--- src/rtl/irrigation_level_ctrl.sv ---
// Tank-level / soil-dryness sensor conditioning and irrigation valve state machine.
// Raw sensors are synchronized and debounced; valves are decoded from the registered FSM state.
module irrigation_level_ctrl #(
    parameter int DEBOUNCE = 4,
    parameter int FILL_MAX = 200
) (
    input  logic clk,
    input  logic rst_n,
    input  logic l_raw,
    input  logic m_raw,
    input  logic h_raw,
    input  logic dry_raw,
    input  logic clr,
    output logic l,
    output logic m,
    output logic h,
    output logic vs,
    output logic bs,
    output logic fill,
    output logic err
);

    localparam int NUM_SENSORS = 4;
    localparam logic [7:0] DEB_LAST = 8'(DEBOUNCE - 1);
    localparam logic [8:0] PRIME_CYCLES = 9'(DEBOUNCE + 2);
    localparam logic [15:0] FILL_LAST = 16'(FILL_MAX - 1);

    typedef enum logic [2:0] {
        ST_IDLE,
        ST_FILL,
        ST_SPRINKLE,
        ST_DRIP,
        ST_ERROR
    } state_t;

    logic [NUM_SENSORS-1:0] raw_bits;
    logic [NUM_SENSORS-1:0] deb_bits;

    // Bit order: 0 = low, 1 = medium, 2 = high, 3 = dry.
    assign raw_bits = {dry_raw, h_raw, m_raw, l_raw};

    generate
        for (genvar gi = 0; gi < NUM_SENSORS; gi++) begin : g_sensor
            logic       sync_meta_reg;
            logic       sync_reg;
            logic       deb_reg;
            logic [7:0] cnt_reg;

            always_ff @(posedge clk or negedge rst_n) begin
                if (!rst_n) begin
                    sync_meta_reg <= 1'b0;
                    sync_reg      <= 1'b0;
                    deb_reg       <= 1'b0;
                    cnt_reg       <= 8'd0;
                end else begin
                    sync_meta_reg <= raw_bits[gi];
                    sync_reg      <= sync_meta_reg;
                    if (sync_reg != deb_reg) begin
                        // Accept on the DEBOUNCE-th consecutive mismatching cycle.
                        if (cnt_reg == DEB_LAST) begin
                            deb_reg <= sync_reg;
                            cnt_reg <= 8'd0;
                        end else begin
                            cnt_reg <= cnt_reg + 8'd1;
                        end
                    end else begin
                        cnt_reg <= 8'd0;
                    end
                end
            end

            assign deb_bits[gi] = deb_reg;
        end
    endgenerate

    logic   lvl_l;
    logic   lvl_m;
    logic   lvl_h;
    logic   dry;
    logic   inc;
    logic   ready;
    logic   timeout;
    logic [8:0]  prime_reg;
    logic [15:0] fill_timer_reg;
    state_t state_reg;
    state_t state_next;

    assign lvl_l = deb_bits[0];
    assign lvl_m = deb_bits[1];
    assign lvl_h = deb_bits[2];
    assign dry   = deb_bits[3];
    assign inc   = (lvl_h & ~lvl_m) | (lvl_m & ~lvl_l);

    // Debounced levels are meaningless until a full acquisition window has elapsed
    // since reset, so the FSM is held in IDLE until then.
    assign ready   = (prime_reg == PRIME_CYCLES);
    assign timeout = (fill_timer_reg == FILL_LAST);

    always_ff @(posedge clk or negedge rst_n) begin
        if (!rst_n) begin
            prime_reg      <= 9'd0;
            state_reg      <= ST_IDLE;
            fill_timer_reg <= 16'd0;
        end else begin
            if (!ready) begin
                prime_reg <= prime_reg + 9'd1;
            end
            state_reg <= state_next;
            if ((state_reg == ST_FILL) && (state_next == ST_FILL)) begin
                if (fill_timer_reg != 16'hFFFF) begin
                    fill_timer_reg <= fill_timer_reg + 16'd1;
                end
            end else begin
                fill_timer_reg <= 16'd0;
            end
        end
    end

    always_comb begin
        state_next = state_reg;
        if (ready) begin
            case (state_reg)
                ST_IDLE: begin
                    if (inc)              state_next = ST_ERROR;
                    else if (!lvl_m)      state_next = ST_FILL;
                    else if (dry & lvl_h) state_next = ST_SPRINKLE;
                    else if (dry)         state_next = ST_DRIP;
                end
                ST_FILL: begin
                    if (inc)          state_next = ST_ERROR;
                    else if (lvl_h)   state_next = ST_IDLE;
                    else if (timeout) state_next = ST_ERROR;
                end
                ST_SPRINKLE: begin
                    if (inc)                 state_next = ST_ERROR;
                    else if (!dry || !lvl_h) state_next = ST_IDLE;
                end
                ST_DRIP: begin
                    if (inc)                 state_next = ST_ERROR;
                    else if (!dry || !lvl_m) state_next = ST_IDLE;
                end
                ST_ERROR: begin
                    if (clr && !inc) state_next = ST_IDLE;
                end
                default: state_next = ST_IDLE;
            endcase
        end
    end

    assign l    = lvl_l;
    assign m    = lvl_m;
    assign h    = lvl_h;
    assign fill = (state_reg == ST_FILL);
    assign vs   = (state_reg == ST_SPRINKLE);
    assign bs   = (state_reg == ST_DRIP);
    assign err  = (state_reg == ST_ERROR);

endmodule

--- config.mk ---
export PLATFORM = sky130hd
export DESIGN_NAME = irrigation_level_ctrl
export DESIGN_NICKNAME = d
export VERILOG_FILES = /design/src/rtl/irrigation_level_ctrl.sv
export SDC_FILE = /design/constraint.sdc
export NUM_CORES = 1
export LEC_CHECK = 0
export ABC_CLOCK_PERIOD_IN_PS = 3330
export CORE_MARGIN = 8
export CORE_UTILIZATION = 27
export DETAILED_ROUTE_END_ITERATION = 6
export PLACE_DENSITY = 0.42
export SLEW_MARGIN = 10
export SYNTH_ARGS = -nofsm -noshare
export SYNTH_HDL_FRONTEND = slang
export SYNTH_SLANG_ARGS = --single-unit
--- constraint.sdc ---
create_clock -name clk -period 3.33 [get_ports clk]
set_input_delay 0.333 -clock clk [delete_from_list [all_inputs] [get_ports clk]]
set_output_delay 0.333 -clock clk [all_outputs]
set_load 0.03 [all_outputs]
=== Word level (Yosys, flattened, before mapping) ===
Index checks and enable logic that the tools add are counted.

* Memories: 0
* Flip-flop bits (word level): 72
* Word-level logic and storage cells: 85
* Bits of input ports: 7
* Bits in writable memories: 0
* Latch bits: 0
* Bits in read-only memories: 0
* Output and inout port bits: 7

* Reduce and logical (&&, ||, !) cells: 13
* Divide/modulo/power cells: 0
* Bitwise operators: 6
* Order comparisons: 0
* Add/subtract/negate cells: 6
* Eq/ne operators: 17
* $mul: 0
* Mux-type cells: 24
* Shifts and indexed selects: 0

{| class="wikitable"
|+ Operators with widths
! cell !! number
|-
| $mux W8 || 8
|-
| $mux W3 || 13
|-
| $add A8 B1 Y8 const B || 4
|-
| $eq A8 B2 Y1 const B || 4
|-
| $mux W16 || 2
|-
| $add A16 B1 Y16 const B || 1
|-
| $eq A16 B8 Y1 const B || 1
|-
| $ne A16 B16 Y1 const B || 1
|-
| $pmux W3 S5 || 1
|-
| $add A9 B1 Y9 const B || 1
|-
| $eq A9 B3 Y1 const B || 1
|-
| $reduce_and A2 Y1 || 4
|-
| $eq A3 B1 Y1 const B || 2
|-
| $eq A3 B2 Y1 const B || 2
|-
| $logic_not A1 Y1 || 4
|-
| $ne A1 B1 Y1 || 4
|-
| $and A1 B1 Y1 || 3
|-
| $eq A3 B3 Y1 const B || 1
|-
| $logic_not A3 Y1 || 1
|-
| $logic_and A1 B1 Y1 || 2
|-
| $logic_or A1 B1 Y1 || 2
|-
| $ne A2 B1 Y1 const B || 1
|-
| $not A1 Y1 || 2
|-
| $or A1 B1 Y1 || 1
|}

=== Logic depth before layout (Yosys ltp) ===
* Depth in word-level cells: 11
* Gate-level depth with buffers: 8
* Mapped depth without buffers: 7

=== Least setup slack after synthesis ===
OpenSTA, ideal clock, no wires.

* Path kind: reg2reg
* Start: register state_reg[2]
* End: register fill_timer_reg[0]
* Setup slack: 1.306 ns
* Buffers on the path: 2
* Data required time: 3.258 ns
* Clock period less this slack: 2.024 ns
* Setup time: 0.072 ns
* Stages on the path, launching flop included: 6
* Arrival: 1.952 ns
* Path through: dfrtp_1 clkbuf_1 nor3b_1 a21bo_2 buf_2 nor2_1

* Elaborated cells on any way between the ends: 23
* Those cells by class: eq/ne (6); mux (15); reduce/logical (2)

{| class="wikitable"
|+ RTL lines
! item !! line !! RTL
|-
| start: declaration || 85 || <nowiki>state_t state_reg;</nowiki>
|-
| start signal: assignment || 108 || <nowiki>state_reg <= state_next;</nowiki>
|-
| $eq A3 B1 Y1 * || -- ||
|-
| net fill || 19 || <nowiki>output logic fill,</nowiki>
|-
| $pmux W3 S5 || 122 || <nowiki>case (state_reg)</nowiki>
|-
| $mux W3 || 121 || <nowiki>if (ready) begin</nowiki>
|-
| $eq A3 B1 Y1 || 109 || <nowiki>if ((state_reg == ST_FILL) && (state_next == ST_FILL)) begin</nowiki>
|-
| $logic_and A1 B1 Y1 * || 109 ||
|-
| $ne A2 B1 Y1 (no source line) or $mux W16 (tied branches) || -- ||
|-
| end signal: assignment || 111 || <nowiki>fill_timer_reg <= fill_timer_reg + 16'd1;</nowiki>
|-
| end: declaration || 84 || <nowiki>logic [15:0] fill_timer_reg;</nowiki>
|}

The timed path passes the listed nets; every way through them passes the cells marked *.
A chain may end at the register's enable or synchronous reset.

=== Worst setup path after layout ===
* Start: register state_reg[0]
* End: output port fill

* Word-level cells in the longest chain between the ends: 1

{| class="wikitable"
|+ RTL lines
! item !! line !! RTL
|-
| $eq A3 B1 Y1 || 153 || <nowiki>assign fill = (state_reg == ST_FILL);</nowiki>
|-
| end: declaration || 19 ||
|}

No other way between the ends.

==> flow_summary.ini <==
[hold_path]
hold_class = in2async

[yosys]
syn-cell-area_mm2 = 0.00336
synth_compound_area_share_pct = 4.36
synthSimpleGateAreaFrac_pct = 24.6
yosys-top-cells-count = dfrtp_1, nor2_1, xor2_1, nand3_1, nand2_1
postSynth.asyncResetShare_pct = 100
ys_seq_area_share_pct = 53.7
synth_fa_ha_area_share_pct = 2.61
synth_top_family_by_area = simple AND/OR/NAND/NOR gates
synth-edff-count = 0
syn_inst = 319
synth_most_common_cell = dfrtp_1
synth_xor_area_share_pct = 11.0
synthesis.nets = 333
synth-seq-cells = 72
ys.flop_type = dfrtp_1
ys_top_cells_by_area = dfrtp_1, xor2_1, nor2_1
syn_avg_cell_area_um2 = 10.5
yosys.area.top_type = dfrtp_1
yosysWarnings = 0
ys_types = 41
synth_top_area_share_pct = 53.7
synth_mux_area_share_pct = 2.76

[critical_path]
critPathSlowestCell = clkdlybuf4s50_1
crit_required_ps = 3000
r2r_end = g_sensor[1].cnt_reg[5]
crit_path_max_fanout = 9
cp-endpoint = fill
cp-start-kind = flop
worstSetupPathType = reg2out
critical_path.max_stage_delay_ps = 780
critPathLaunch = state_reg[0]
r2r_slack_ps = 1340
path_cells = nor3b_1, clkdlybuf4s50_1
cp-end-kind = output port
rr_startpoint = g_sensor[1].cnt_reg[0]
cp.arrival_ps = 2100
r2r_cells = 5

[floorplanning]
dieArea_mm2 = 0.0163
initial_core_util_pct = 27.8
pin_count = 14
die_w_um = 127
std_cell_rows = 40
die_y_um = 127
core_region_area_mm2 = 0.0121

[pwr]
total_power_mw = 2.59
ir_drop_uv = 264
p_leak_nw = 1.71
p_per_area_mw_per_mm2 = 654

[finish]
layout-drive-gt1-share_pct = 7.60
antenna_cells = 0
num-fill-cells = 1238
finish.utilization_pct = 32.9
nNetsFinal = 351
finish.instance_area_mm2 = 0.00397
synthToLayoutAreaGrowth_pct = 18.2
largest_reg_flops = 32
instances_no_fill = 510

[placed_design]
dpl_cell_area_mm2 = 0.00367
numPortBuffers = 13
gp_congestion = 0.747
placed_cells = 494
hpwl_um = 4260

[grt]
grt_pass1_wl_um = 11300
top_usage_layer = met2
grt_pass1_vias = 2271
antenna_found_initial = 0
grt_use_met2_pct = 14.3
gr-total-overflow = 0
grt_max_degree = 73
met3_usage_pct = 3.87
met1_usage_pct = 10.3
track_usage_pct = 9.03

[timing]
worstMarginPinSlew_ps = 931
fmaxAchievable_ghz = 0.411
tns_ps = 0
hold_violations = 0
drv_slew = 0
finalCriticalPeriod_ps = 2440
min_period_over_period_pct = 73.1
setup_viol = 0
max-slew-margin-rel_pct = 37.9
rsz0062_at_grt = no
fin_skew_ps = 7.48

[cts]
htree_levels = 3
cts_sinks = 72
cts_hold_buf = 0
clockBufferDepth = 2
insertion_delay_ps = 340
clkSlewWorstSetupHoldPaths_ps = 60
cts_tree = built
root_buffer = clkbuf_16
numCtsBuffers = 9
cts_setup_buffers = 0
cts_resized = 0

[drt]
ant_nets = 0
vias_per_cell = 4.52
dr_total_vias = 2303
route.detailed.drc = 0
wl_per_cell_um = 12.9
drt-total-wl_um = 6570
drt_iter0_markers = 137
dr.pass1.iters = 4

[job]
drv_cap = 0

[outcome]
status = finished clean
-- final cells by class --
class | count | area [um2] | area share, %
tap | 168 | 210 | 5.30
inverter | 2 | 7.51 | 0.189
timing repair buffer | 13 | 128 | 3.22
sequential | 72 | 1800 | 45.4
clock buffer | 11 | 243 | 6.12
multi-input combinational | 239 | 1520 | 38.3
clock inverter | 5 | 56.3 | 1.42
-- cells in the final DEF (no fill, tap or decap), types with 2 or more instances in the layout --
cell type	instances
mux2i_1	4
dfrtp_1	72
and2_1	3
or4b_1	2
nor3_1	8
o21ai_0	6
clkbuf_16	9
nand3_1	28
mux2_4	2
inv_1	2
xnor2_1	13
nor3b_1	5
nor4_1	3
xor2_1	29
nand4_1	7
ha_1	7
nor4b_1	3
and3_1	14
nand2b_1	3
and4_1	5
mux2_2	2
nand2_1	19
a21oi_1	8
clkdlybuf4s50_1	12
nor2_1	51
or4_4	2
clkinv_2	2
-- critical path: cells and delay by family, from the launching register on --
kind          cells  cell delay (ps)
buf+inv           1              780
flops             1              490
simple gates      1              500
-- power breakdown --
part	total (mW)	internal [mW]	switching [mW]
clock	0.971	0.599	0.372
combinational	0.518	0.233	0.285
sequential	1.11	0.972	0.133
-- per-layer routing --
metal / part of all wire (%) / up-vias
met5: 0 / -
met4: 1.9 / 0
met3: 4.0 / 10
met2: 46 / 22
met1: 48 / 1121
li1: - / 1150
-- metrics by stage --
| stage | hold slack, ps | setup WS (ps) |
|---|---|---|
| after CTS | 186 | 867 |
| after global routing | 221 | 777 |
| after global placement | 336 | 1270 |
| after floorplan | 37.4 | 1310 |
| final | 141 | 895 |
| after detailed placement | 336 | 1260 |
-- logic make-up after synthesis --
kind of cell    after synthesis
fa+ha+maj                     7
flops                        72
mux                           8
xor+xnor                     42
buf+inv                       8
compound gates               23
simple gates                159
-- how the worst min path moves through the flow --
| stage | cells past startpoint | to | slack [ps] | startpoint |
|---|---|---|---|---|
| after floorplan | 0 | dry | 40 | rst_n |
| after global placement | 0 | g_sensor[2].sync_reg | 340 | g_sensor[2].sync_meta_reg |
| after detailed placement | 0 | g_sensor[2].sync_reg | 340 | g_sensor[2].sync_meta_reg |
| after CTS | 1 | prime_reg[5] | 190 | rst_n |
| after global routing | 1 | prime_reg[5] | 220 | rst_n |
| final | 1 | prime_reg[5] | 140 | rst_n |
Note: power is estimated with default switching activity, not from simulation.
